**src/rtl/oc8051_icache_refill.sv**
```systemverilog
// Instruction-cache line refill engine: fetches one 4-word line over Wishbone,
// writes it into the cache RAM and validates the line's tag when complete.
module oc8051_icache_refill #(
  parameter int ADR_WIDTH = 7,
  parameter int LINE_BITS = 2
) (
  input  logic                           clk,
  input  logic                           rst,
  input  logic                           miss_i,
  input  logic [15:0]                    miss_adr_i,
  output logic                           busy_o,
  output logic                           done_o,
  output logic                           err_o,
  output logic [15:0]                    wb_adr_o,
  output logic                           wb_cyc_o,
  output logic                           wb_stb_o,
  input  logic [31:0]                    wb_dat_i,
  input  logic                           wb_ack_i,
  input  logic                           wb_err_i,
  output logic [ADR_WIDTH-1:0]           ram_adr_o,
  output logic [31:0]                    ram_dat_o,
  output logic                           ram_wr_o,
  output logic [ADR_WIDTH-LINE_BITS-1:0] tag_adr_o,
  output logic [13-ADR_WIDTH:0]          tag_dat_o,
  output logic                           tag_vld_o,
  output logic                           tag_wr_o
);

  localparam int IW = ADR_WIDTH - LINE_BITS;  // line index width
  localparam int TW = 14 - ADR_WIDTH;         // tag width
  localparam int BW = 14 - LINE_BITS;         // line base (word address without offset)
  localparam logic [LINE_BITS-1:0] LAST_WORD = '1;

  typedef enum logic [1:0] {IDLE, FETCH, TAG} state_t;

  state_t               state, state_n;
  logic [LINE_BITS-1:0] cnt, cnt_n;
  logic [IW-1:0]        idx, idx_n;
  logic [TW-1:0]        tag, tag_n;
  logic [BW-1:0]        base, base_n;

  logic                 busy_n, done_n, err_n, cyc_n, stb_n;
  logic [15:0]          wb_adr_n;
  logic [ADR_WIDTH-1:0] ram_adr_n;
  logic [31:0]          ram_dat_n;
  logic                 ram_wr_n, tag_vld_n, tag_wr_n;
  logic [IW-1:0]        tag_adr_n;
  logic [TW-1:0]        tag_dat_n;

  // Next-state and next-output logic; every output is registered below.
  always_comb begin
    // NOTE: every signal gets a default before the case so no latch can be inferred.
    state_n   = state;
    cnt_n     = cnt;
    idx_n     = idx;
    tag_n     = tag;
    base_n    = base;
    busy_n    = busy_o;
    cyc_n     = wb_cyc_o;
    stb_n     = wb_stb_o;
    wb_adr_n  = wb_adr_o;
    ram_adr_n = ram_adr_o;
    ram_dat_n = ram_dat_o;
    tag_adr_n = tag_adr_o;
    tag_dat_n = tag_dat_o;
    done_n    = 1'b0;
    err_n     = 1'b0;
    ram_wr_n  = 1'b0;
    tag_wr_n  = 1'b0;
    tag_vld_n = 1'b0;

    unique case (state)
      IDLE: begin
        if (miss_i) begin
          state_n   = FETCH;
          cnt_n     = '0;
          idx_n     = miss_adr_i[ADR_WIDTH+1:LINE_BITS+2];
          tag_n     = miss_adr_i[15:ADR_WIDTH+2];
          base_n    = miss_adr_i[15:LINE_BITS+2];
          busy_n    = 1'b1;
          cyc_n     = 1'b1;
          stb_n     = 1'b1;
          wb_adr_n  = {miss_adr_i[15:LINE_BITS+2], {LINE_BITS{1'b0}}, 2'b00};
          // Invalidate the line first so a partial fill can never hit.
          tag_wr_n  = 1'b1;
          tag_adr_n = miss_adr_i[ADR_WIDTH+1:LINE_BITS+2];
          tag_dat_n = miss_adr_i[15:ADR_WIDTH+2];
        end
      end

      FETCH: begin
        if (wb_err_i) begin
          state_n = IDLE;
          cnt_n   = '0;
          busy_n  = 1'b0;
          cyc_n   = 1'b0;
          stb_n   = 1'b0;
          err_n   = 1'b1;
        end else if (wb_ack_i) begin
          ram_wr_n  = 1'b1;
          ram_adr_n = {idx, cnt};
          ram_dat_n = wb_dat_i;
          cnt_n     = cnt + LINE_BITS'(1);
          if (cnt == LAST_WORD) begin
            state_n   = TAG;
            cyc_n     = 1'b0;
            stb_n     = 1'b0;
            tag_wr_n  = 1'b1;
            tag_vld_n = 1'b1;
            tag_adr_n = idx;
            tag_dat_n = tag;
            done_n    = 1'b1;
          end else begin
            wb_adr_n = {base, cnt + LINE_BITS'(1), 2'b00};
          end
        end
      end

      TAG: begin
        state_n = IDLE;
        busy_n  = 1'b0;
      end

      default: state_n = IDLE;
    endcase
  end

  always_ff @(posedge clk or posedge rst) begin
    if (rst) begin
      state     <= IDLE;
      cnt       <= '0;
      idx       <= '0;
      tag       <= '0;
      base      <= '0;
      busy_o    <= 1'b0;
      done_o    <= 1'b0;
      err_o     <= 1'b0;
      wb_adr_o  <= '0;
      wb_cyc_o  <= 1'b0;
      wb_stb_o  <= 1'b0;
      ram_adr_o <= '0;
      ram_dat_o <= '0;
      ram_wr_o  <= 1'b0;
      tag_adr_o <= '0;
      tag_dat_o <= '0;
      tag_vld_o <= 1'b0;
      tag_wr_o  <= 1'b0;
    end else begin
      // NOTE: non-blocking assignments so every register samples pre-edge values.
      state     <= state_n;
      cnt       <= cnt_n;
      idx       <= idx_n;
      tag       <= tag_n;
      base      <= base_n;
      busy_o    <= busy_n;
      done_o    <= done_n;
      err_o     <= err_n;
      wb_adr_o  <= wb_adr_n;
      wb_cyc_o  <= cyc_n;
      wb_stb_o  <= stb_n;
      ram_adr_o <= ram_adr_n;
      ram_dat_o <= ram_dat_n;
      ram_wr_o  <= ram_wr_n;
      tag_adr_o <= tag_adr_n;
      tag_dat_o <= tag_dat_n;
      tag_vld_o <= tag_vld_n;
      tag_wr_o  <= tag_wr_n;
    end
  end

endmodule

```
**config.mk**
```make
export PLATFORM = sky130hd
export DESIGN_NAME = oc8051_icache_refill
export DESIGN_NICKNAME = d
export VERILOG_FILES = /design/src/rtl/oc8051_icache_refill.sv
export SDC_FILE = /design/constraint.sdc
export NUM_CORES = 1
export LEC_CHECK = 0
export BUFFER_PORTS_ARGS = -buffer_cell sky130_fd_sc_hd__buf_2
export CAP_MARGIN = 25
export CORE_MARGIN = 2
export CORE_UTILIZATION = 32
export CTS_CLUSTER_DIAMETER = 150
export CTS_CLUSTER_SIZE = 12
export DETAILED_ROUTE_END_ITERATION = 10
export GPL_ROUTABILITY_DRIVEN = 0
export PLACE_DENSITY = 0.59
export SYNTH_ARGS = -nofsm -noshare
export SYNTH_HDL_FRONTEND = slang
export SYNTH_SLANG_ARGS = --single-unit
```
**constraint.sdc**
```tcl
create_clock -name clk -period 2.4 [get_ports clk]
set_input_delay 0.12 -clock clk [delete_from_list [all_inputs] [get_ports clk]]
set_output_delay 0.12 -clock clk [all_outputs]
set_load 0.03 [all_outputs]
```
==> reports/qor.yml, run 1 <==
status:
  status: "complete, no violations"
detailed_routing:
  dr.pass1.iters: 4
  drc: 0
  final_antenna_net_count: 0
  initialDrtViolationCount: 174
  routed_wl_mm: 9.64
  vias: 3190
  viasPerCell: 4.66
  avgRoutedWirePerCell_um: 14.1
worst_setup_path:
  critPathLaunchType: "flip-flop"
  cp_data_arrival_time_ns: 2.29
  worstSetupPathType: "flip-flop to flip-flop"
  critPathCaptureType: "flip-flop"
  critical_path_peak_fanout: 15
  cp_data_required_time_ns: 2.67
global_route:
  grt.total_usage_pct: 15.8
  overflow: 0
  grt_pass1_wl_mm: 15.9
  grt_pass1_vias: 3202
  antenna_found_initial: 1
  grt_max_degree: 61
layout:
  final_nets: 593
  area_growth_pct: 39.3
  layout_common_cells: "nand2_1 (139), buf_2 (121), dfrtp_1 (87)"
  final_layout_size_suffix_gt1_share_pct: 30.2
  fin_area_um2: 5230
  mostFrequentLayoutCell: "nand2_1"
flow_run:
  cap_violations: 0
cts:
  cts_hold_buf: 33
  cts_buffer_depth: 2
  cts_tree: "yes"
  h-tree-depth: 3
  cts-resized-gates: 0
  clk_latency_ns: 0.34
  post-cts-setup-buffer-count: 0
  clockRootBuffer: "clkbuf_16"
  clk_pin_slew_ns: 0.06
  cts_sinks: 87
  cts_buffers: 9
floorplanning:
  ioPinCount: 128
  die_x_um: 112
  die_y_um: 112
  start_util_pct: 32.9
  rows: 39
  dieArea_um2: 12600
  core_um2: 11400
yosys:
  yosys.area_share.simple_pct: 22.4
  ys_seq_area_share_pct: 58.0
  synthMuxAreaShare_pct: 4.16
  netlist_instances: 384
  synth.ff_latch_count: 87
  syn_avg_cell_area_um2: 9.78
  synth_adder_area_share_pct: 1.67
  synth_cell_type_count: 30
  synth_xor_xnor_area_share_pct: 0
  synth_top_family_by_area: "simple AND/OR/NAND/NOR gates"
  synth_compound_area_share_pct: 9.49
  syn_area_um2: 3760
  synth_warnings: 0
sta:
  hold_violations: 0
  max_slew_margin_pct: 59.1
  tightest_slew_ns: 0.612
  fin_tns_setup_ns: 0
  fin_skew_ns: 0.00724
  period_needed_ns: 2.02
  drv_slew: 0
  fmax_mhz: 495
  setup_viol: 0
  rsz0062_at_grt: "false"
  period_share_pct: 84.2
power_and_ir_drop:
  peakVddDrop_uv: 652
  leakage_nw: 2.65
  power_density_nw_per_um2: 1570
place:
  dpl_cell_area_um2: 4540
  hpwl_mm: 6.42
  io_buffers: 121
hold_path:
  hold_class: "primary input to flip-flop"
-- cell usage after synthesis --
cell	instances	area, um^2
a211oi_1	1	7.51
a21oi_1	8	40.0
a2bb2oi_1	9	78.8
a31oi_1	1	6.26
a32o_1	2	20.0
a32oi_1	12	105
and2_1	2	12.5
buf_1	2	7.51
buf_2	7	35.0
buf_4	6	45.0
clkbuf_1	11	41.3
conb_1	1	3.75
dfrtp_1	87	2180
ha_1	5	62.6
inv_1	8	30.0
mux2_2	13	146
mux2i_1	1	10.0
nand2_1	139	522
nand2b_1	4	25.0
nand3_1	14	70.1
nand3b_1	9	67.6
nor2_1	14	52.6
nor2_8	1	20.0
nor2b_1	7	43.8
nor3_1	1	5.00
nor3_4	1	16.3
o21ai_0	12	60.1
o22ai_1	2	12.5
o2bb2ai_1	3	26.3
or3_1	1	6.26
-- flip-flops by register name (all words and copies together) (netlist names) --
signal / count
ram_adr_o: 7
base: 1
cnt: 2
tag_dat_o: 7
tag: 7
state: 2
tag_adr_o: 5
idx: 4
err_o: 1
wb_stb_o: 1
tag_vld_o: 1
ram_wr_o: 1
wb_adr_o: 14
tag_wr_o: 1
busy_o: 1
ram_dat_o: 32
-- area by class of cell --
class | count | area (um^2)
diodes | 1 | 2.50
clock buffers | 10 | 229
clock inverters | 6 | 133
fillers | 1088 | 6190
inverters | 8 | 31.3
multi-input cells | 264 | 1420
flip-flops and latches | 87 | 2180
well taps | 143 | 179
repair buffers | 165 | 1060
-- per-stage QoR --
stage | util [%] | hold WS (ns) | power [mW] | setup slack [ns] | instances
4_1_cts | 45.8 | 0.0342 | 8.28 | 0.372 | 683
3_5_place_dp | 39.7 | 0.167 | 6.53 | 0.380 | 634
3_3_place_gp | 39.7 | 0.164 | 6.46 | 0.432 | 634
6_report | 45.8 | 0.0378 | 8.21 | 0.380 | 684
2_1_floorplan | - | 0.225 | 5.38 | 0.0298 | 385
5_1_grt | 45.8 | 0.0522 | 8.79 | 0.202 | 683
-- final timing paths --
check	from	to	slack, ns	cells past startpoint
min in group asynchronous	rst	wb_adr_o[11]	0.35	3
worst min-delay path	miss_adr_i[10]	tag[1]	0.04	2
worst max-delay path	state[1]	tag_adr_o[2]	0.38	7
max in group asynchronous	rst	ram_dat_o[29]	1.37	4
worst max register to register	state[1]	tag_adr_o[2]	0.38	7
worst min register to register	ram_adr_o[5]	ram_adr_o[5]	0.47	2
-- cells by family (layout without fill, tap and decap cells) --
family,count (synthesis),after routing
flip-flops,87,87
AO/OA/AOI/OAI,50,50
AND/OR/NAND/NOR,193,193
other,1,3
buffers and inverters,34,189
adder cells (fa/ha/maj),5,5
multiplexers,14,14
-- where the power goes --
group          total (mW)  switching [mW]  internal (mW)
Sequential           2.59           0.428           2.16
Clock                1.68           0.561           1.12
Combinational        3.93            2.58           1.35
Total                8.21            3.57           4.64
-- critical path, stage by stage, from the launching register on --
cell	delay (ns)
dfrtp_1	0.39
inv_1	0.11
ha_1	0.26
nor2b_1	0.47
or3_1	0.31
buf_4	0.26
nand2_1	0.08
nand3_1	0.07
-- metal layers --
layer	wire length (um)	track usage, %
met5	0	0
met2	4780	26.3
met1	4210	19.6
met3	546	4.91
met4	103	4.96
(Power assumes the default switching activity.)
==> run 2: changes to the inputs <==
--- a/config.mk
+++ b/config.mk
@@ -5,6 +5,7 @@
 export SDC_FILE = /design/constraint.sdc
 export NUM_CORES = 1
 export LEC_CHECK = 0
+export ABC_AREA = 1
 export BUFFER_PORTS_ARGS = -buffer_cell sky130_fd_sc_hd__buf_2
 export CAP_MARGIN = 25
 export CORE_MARGIN = 2
==> constraint.sdc (replaced) <==
create_clock -name clk -period 1.7 [get_ports clk]
set_input_delay 0.085 -clock clk [delete_from_list [all_inputs] [get_ports clk]]
set_output_delay 0.085 -clock clk [all_outputs]
set_load 0.03 [all_outputs]
==> run 2 against run 1 <==
Net effect: power rose by 34%; area after synthesis fell by 0.77%; largest power group unchanged; first-iteration DRC count fell by 15%; global-route usage rose by 0.45 points; sequential share of layout area fell by 0.86 points; register-to-register slack got worse by 0.24 ns; clock power rose by 19%; critical path depth rose by 1; critical path type unchanged; sequential power rose by 37%.
==> reports/qor.yml, run 2 <==
status:
  status: "complete, no violations"
floorplanning:
  dieArea_um2: 12500  # -0.74%
  die_x_um: 112  # -0.37%
  start_util_pct: 32.8  # -0.11 points
  rows: 39  # unchanged
  core_um2: 11400  # -0.43%
  ioPinCount: 128  # unchanged
  die_y_um: 112  # -0.37%
layout:
  final_util_pct: 47.0  # +1.2 points
  final_cells: 763  # +12%
  mostFrequentLayoutCell: "nand2_1"
  final_layout_size_suffix_gt1_share_pct: 27.7  # -2.4 points
  largest_reg_flops: 32  # unchanged
  top_register: "ram_dat_o"
  area_growth_pct: 43.3
  top_regs: "ram_dat_o (32), wb_adr_o (14)"
  layout_common_cells: "nand2_1 (243), buf_2 (121), dfrtp_1 (87)"
  fin_area_um2: 5340  # +2.1%
  final_nets: 673  # +13%
  diodes: 0  # -1
place:
  hpwl_mm: 7.00  # +9.1%
  io_buffers: 121  # unchanged
  dpl_cell_area_um2: 4550  # +0.30%
  placedCellCount: 700  # +10%
  dp_slack_ns: 0.0657  # -0.314 ns
yosys:
  synth-edff-count: 0  # unchanged
  netlist_instances: 439  # +14%
  synth_cell_type_count: 23  # -23%
  async_flop_share_pct: 100  # unchanged
  ys_seq_area_share_pct: 58.4  # +0.45 points
  synth_flop_cell: "dfrtp_1"
  synth_top_area_cell: "dfrtp_1"
  synth.ff_latch_count: 87  # unchanged
  synth_top_area_share_pct: 58.4  # +0.45 points
  synth_warnings: 0  # unchanged
  syn_area_um2: 3730  # -0.77%
  yosys-top-cells-count: "nand2_1 (243), dfrtp_1 (87), o21ai_0 (25)"
  synthTopCellsByArea: "dfrtp_1 (58%), nand2_1 (24%), o21ai_0 (3.4%)"
  synth.most_common_cell: "nand2_1"
  syn_avg_cell_area_um2: 8.49  # -13%
detailed_routing:
  vias: 3349  # +5.0%
  viasPerCell: 4.39  # -5.9%
  final_antenna_net_count: 0  # unchanged
  avgRoutedWirePerCell_um: 12.7  # -10%
  routed_wl_mm: 9.66  # +0.17%
  initialDrtViolationCount: 148  # -15%
  dr.pass1.iters: 4  # unchanged
  drc: 0  # unchanged
worst_setup_path:
  cp_data_required_time_ns: 1.92  # -0.75 ns
  cp_data_arrival_time_ns: 1.78  # -0.51 ns
  critical_path_peak_fanout: 9  # -6
  critPathCaptureType: "flip-flop"
  worstSetupPathType: "flip-flop to flip-flop"
  critPathLaunchType: "flip-flop"
sta:
  period_share_pct: 92.0  # +7.9 points
  fin_ws_ns: 0.136  # -0.245 ns
  fin_skew_ns: 0.00641  # -0.000833 ns
  period_needed_ns: 1.56  # -0.455 ns
  setup_viol: 0  # unchanged
  worst_hold_slack_ns: 0.0727  # +0.0349 ns
  rsz0062_at_grt: "false"
  fmax_mhz: 639  # +29%
  drv_slew: 0  # unchanged
  fin_tns_setup_ns: 0  # unchanged
  tightest_slew_ns: 0.597  # -0.0156 ns
  max_slew_margin_pct: 60.1  # +1.1 points
  hold_violations: 0  # unchanged
global_route:
  grt.total_usage_pct: 16.2  # +0.45 points
  antenna_found_initial: 0  # -1
  overflow: 0  # unchanged
  grt_pass1_vias: 3395  # +6.0%
  grt_max_degree: 36  # -41%
  grt_pass1_wl_mm: 16.3  # +2.5%
cts:
  cts_tree: "yes"
  h-tree-depth: 3  # unchanged
  clockRootBuffer: "clkbuf_16"
  cts_sinks: 87  # unchanged
  cts_buffer_depth: 2  # unchanged
  clk_latency_ns: 0.33  # about the same
  cts_buffers: 9  # unchanged
  clk_pin_slew_ns: 0.06  # about the same
power_and_ir_drop:
  power_density_nw_per_um2: 2060  # +31%
  peakVddDrop_uv: 996  # +53%
  leakage_nw: 3.01  # +13%
  p_total_mw: 11.0  # +34%
flow_run:
  cap_violations: 0  # unchanged
hold_path:
  hold_class: "primary input to flip-flop"
-- run 2: changes by cell type after synthesis, moves of 7 or more --
cell	change
nand2_1	+104
nand4_1	+14
mux2_2	-13
o21ai_0	+13
a32oi_1	-12
nand3_1	-10
a2bb2oi_1	-9
clkbuf_1	-9
nand3b_1	-9
a21oi_1	-8
nor2b_1	-7
-- run 2: cells by family (layout without fill, tap and decap cells) --
logic type / count (synthesis) / after routing / synth area share [%]
DFF: 87 / 87 / 58.4
and+or+nand+nor: 277 / 277 / 30.3
adders and majority gates: 5 / 5 / 1.68
other: 1 / 2 / 0.101
AOI/OAI and AO/OA: 28 / 28 / 3.76
buffers and inverters: 41 / 221 / 5.77
-- run 2: power breakdown --
group | internal, mW | total [mW] | switching [mW]
logic | 1.69 | 5.43 | 3.74
registers | 3.04 | 3.55 | 0.508
clock network | 1.22 | 2.00 | 0.782
-- run 2: timing repair --
| action | 4_1_cts | 5_1_grt |
|---|---|---|
| endpoints found under the hold margin | 67 | 0 |
| gates resized for setup | 0 | 3 |
| buffers inserted | 0 | 2 |
| hold buffers | 45 | 0 |
| endpoints found under the setup margin | 0 | 58 |
-- run 2: path summary, 6_finish.rpt --
| check | startpoint | end | slack, ns | cells past startpoint |
|---|---|---|---|---|
| max | state[1] | wb_adr_o[12] | 0.14 | 8 |
| min | wb_ack_i | state[1] | 0.07 | 3 |
| max reg2reg | state[1] | wb_adr_o[12] | 0.14 | 8 |
| min reg2reg | tag_adr_o[1] | tag_adr_o[1] | 0.47 | 2 |
| max in group asynchronous | rst | ram_dat_o[23] | 0.78 | 4 |
| min in group asynchronous | rst | wb_adr_o[4] | 0.37 | 3 |
-- run 2: area by class of cell --
cell class              count  area, um^2
clock inverters             4        53.8
inverters                  19        77.6
fillers                  1080        6030
clock buffers              12         256
multi-input cells         312        1340
flip-flops and latches     87        2180
repair buffers            186        1260
well taps                 143         179
-- run 2: worst max-delay path, cell delays in order (launching register included) --
cell and delay, ns:
dfrtp_1 0.36, inv_1 0.09, ha_2 0.22, buf_4 0.19, nand2_1 0.08, nand3_2 0.11
buf_4 0.19, o21ai_0 0.14, nand2_1 0.07
-- run 2: metal layers --
layer / global-route usage, % / vias to the layer above / wire length (um)
met2: 26.7 / 105 / 4630
met3: 3.81 / 12 / 570
met1: 21.0 / 1522 / 4330
met5: 0 / - / 0
li1: - / 1710 / -
met4: 5.51 / 0 / 123
==> run 3: changes to the inputs <==
--- a/config.mk
+++ b/config.mk
@@ -8,13 +8,15 @@
 export ABC_AREA = 1
 export BUFFER_PORTS_ARGS = -buffer_cell sky130_fd_sc_hd__buf_2
 export CAP_MARGIN = 25
+export CELL_PAD_IN_SITES_DETAIL_PLACEMENT = 0
+export CELL_PAD_IN_SITES_GLOBAL_PLACEMENT = 1
 export CORE_MARGIN = 2
 export CORE_UTILIZATION = 32
 export CTS_CLUSTER_DIAMETER = 150
 export CTS_CLUSTER_SIZE = 12
 export DETAILED_ROUTE_END_ITERATION = 10
 export GPL_ROUTABILITY_DRIVEN = 0
-export PLACE_DENSITY = 0.59
+export PLACE_DENSITY = 0.77
 export SYNTH_ARGS = -nofsm -noshare
 export SYNTH_HDL_FRONTEND = slang
 export SYNTH_SLANG_ARGS = --single-unit
==> run 3 against run 2 <==
Net effect: global-route usage is 0.33 points higher; routed wire length is 0.67% higher; combinational power hardly changed; sequential power hardly changed.
==> reports/qor.yml, run 3 (synthesized netlist as in run 2, its figures left out) <==
worst_setup_path:
  critPathLaunchType: "flip-flop"
  cp_data_arrival_time_ns: 1.82  # +0.04 ns
  critPathCaptureType: "flip-flop"
  worstSetupPathType: "flip-flop to flip-flop"
  cp_data_required_time_ns: 1.96  # +0.04 ns
  critical_path_peak_fanout: 33  # +24
global_route:
  grt_max_degree: 45  # +25%
  antenna_found_initial: 0  # unchanged
  grt_pass1_wl_mm: 16.7  # +2.4%
  grt.total_usage_pct: 16.5  # +0.33 points
  overflow: 0  # unchanged
  grt_pass1_vias: 3421  # +0.77%
place:
  placedCellCount: 697  # -0.43%
  io_buffers: 121  # unchanged
  hpwl_mm: 6.81  # -2.7%
floorplanning:
  ioPinCount: 128  # unchanged
  die_x_um: 112  # unchanged
  die_y_um: 112  # unchanged
  start_util_pct: 32.8  # unchanged
  rows: 39  # unchanged
  dieArea_um2: 12500  # unchanged
  core_um2: 11400  # unchanged
detailed_routing:
  drc: 0  # unchanged
  vias: 3382  # +0.99%
  dr.pass1.iters: 4  # unchanged
  routed_wl_mm: 9.72  # +0.67%
  avgRoutedWirePerCell_um: 12.8  # +1.2%
  final_antenna_net_count: 0  # unchanged
  initialDrtViolationCount: 195  # +32%
  viasPerCell: 4.46  # +1.5%
cts:
  cts_tree: "yes"
  cts_buffers: 9  # unchanged
  clk_latency_ns: 0.33  # about the same
  cts_sinks: 87  # unchanged
  clk_pin_slew_ns: 0.06  # about the same
  h-tree-depth: 3  # unchanged
  cts_buffer_depth: 2  # unchanged
  clockRootBuffer: "clkbuf_16"
sta:
  rsz0062_at_grt: "false"
  drv_slew: 0  # unchanged
  max_slew_margin_pct: 55.2  # -5.0 points
  hold_violations: 0  # unchanged
  setup_viol: 0  # unchanged
  tightest_slew_ns: 0.671  # +0.0746 ns
  fin_skew_ns: 0.00631  # -0.0000993 ns
  period_share_pct: 91.5  # -0.55 points
  period_needed_ns: 1.56  # -0.00936 ns
  fmax_mhz: 643  # +0.60%
  fin_tns_setup_ns: 0  # unchanged
layout:
  largest_reg_flops: 32  # unchanged
  final_cells: 759  # -0.52%
  top_register: "ram_dat_o"
  multi_input_area_um2: 1350  # +0.56%
  area_growth_pct: 42.6
  seqCellArea_um2: 2180  # unchanged
  final_util_pct: 46.8  # -0.22 points
  fill_cells: 1086  # +0.56%
  final_layout_size_suffix_gt1_share_pct: 27.4  # -0.31 points
  diodes: 0  # unchanged
  layout_common_cells: "nand2_1 (243), buf_2 (121), dfrtp_1 (87)"
  final_nets: 670  # -0.45%
  mostFrequentLayoutCell: "nand2_1"
  top_regs: "ram_dat_o (32), wb_adr_o (14)"
power_and_ir_drop:
  power_density_nw_per_um2: 2050  # -0.49%
  peakVddDrop_uv: 971  # -2.6%
  leakage_nw: 2.99  # -0.51%
hold_path:
  hold_class: "primary input to flip-flop"
status:
  status: "complete, no violations"
flow_run:
  cap_violations: 0  # unchanged
run 3: changes by cell type in the layout (fill, tap and decap cells not counted), sizes merged:
cell / previous run / this run
inv: 18 / 19
clkbuf: 12 / 10
buf: 141 / 138
run 3: what timing repair did:
item / 4_1_cts / 5_1_grt
buffers inserted: 0 / 2
endpoints found under the hold margin: 69 / 0
hold buffers: 45 / 0
resized for setup: 0 / 3
endpoints found under the setup margin: 0 / 58
run 3: stage by stage:
stage                     hold WS [ns]  worst slack, ns  instance area, um^2  power (mW)
after floorplan                  0.195            0.255                 3730        7.24
after global placement           0.210            0.124                 4540        8.75
after detailed placement         0.222           0.0931                 4540        8.83
after CTS                       0.0963           0.0730                 5280        10.9
after global routing             0.100          0.00710                 5320        11.7
final                           0.0947            0.145                 5320        10.9
run 3: final timing paths:
path / start / end / slack [ns] / depth (start not counted)
worst min-delay path: wb_ack_i / state[1] / 0.09 / 3
worst max register to register: state[1] / ram_dat_o[0] / 0.14 / 8
worst min register to register: tag_dat_o[6] / tag_dat_o[6] / 0.47 / 2
worst max-delay path: state[1] / ram_dat_o[0] / 0.14 / 8
max in group asynchronous: rst / ram_dat_o[30] / 0.73 / 4
min in group asynchronous: rst / tag_adr_o[1] / 0.40 / 3
run 3: power breakdown:
part	internal (mW)	total [mW]	switching, mW
Clock	1.13	1.91	0.781
Combinational	1.68	5.42	3.74
Sequential	3.04	3.54	0.498
run 3: final cells by class:
class                      instances  area share, %
timing repair buffer             183           23.4
clock inverter                     5           1.11
tap                              143           3.37
sequential                        87           41.0
clock buffer                      10           4.31
multi-input combinational        312           25.4
inverter                          19           1.46
run 3: worst max-delay path: stages (launching register included):
cell     delay (ns)
dfrtp_1        0.40
inv_1          0.11
ha_2           0.25
buf_4          0.19
nand3_4        0.10
inv_2          0.11
buf_12         0.18
nand2_1        0.07
nand2_1        0.07
run 3: per-layer routing:
metal	wire length [um]	vias to the layer above	track usage, %
li1	-	1708	-
met5	0	-	0
met2	4380	126	27.3
met4	187	0	6.01
met3	699	15	3.97
met1	4450	1533	21.3
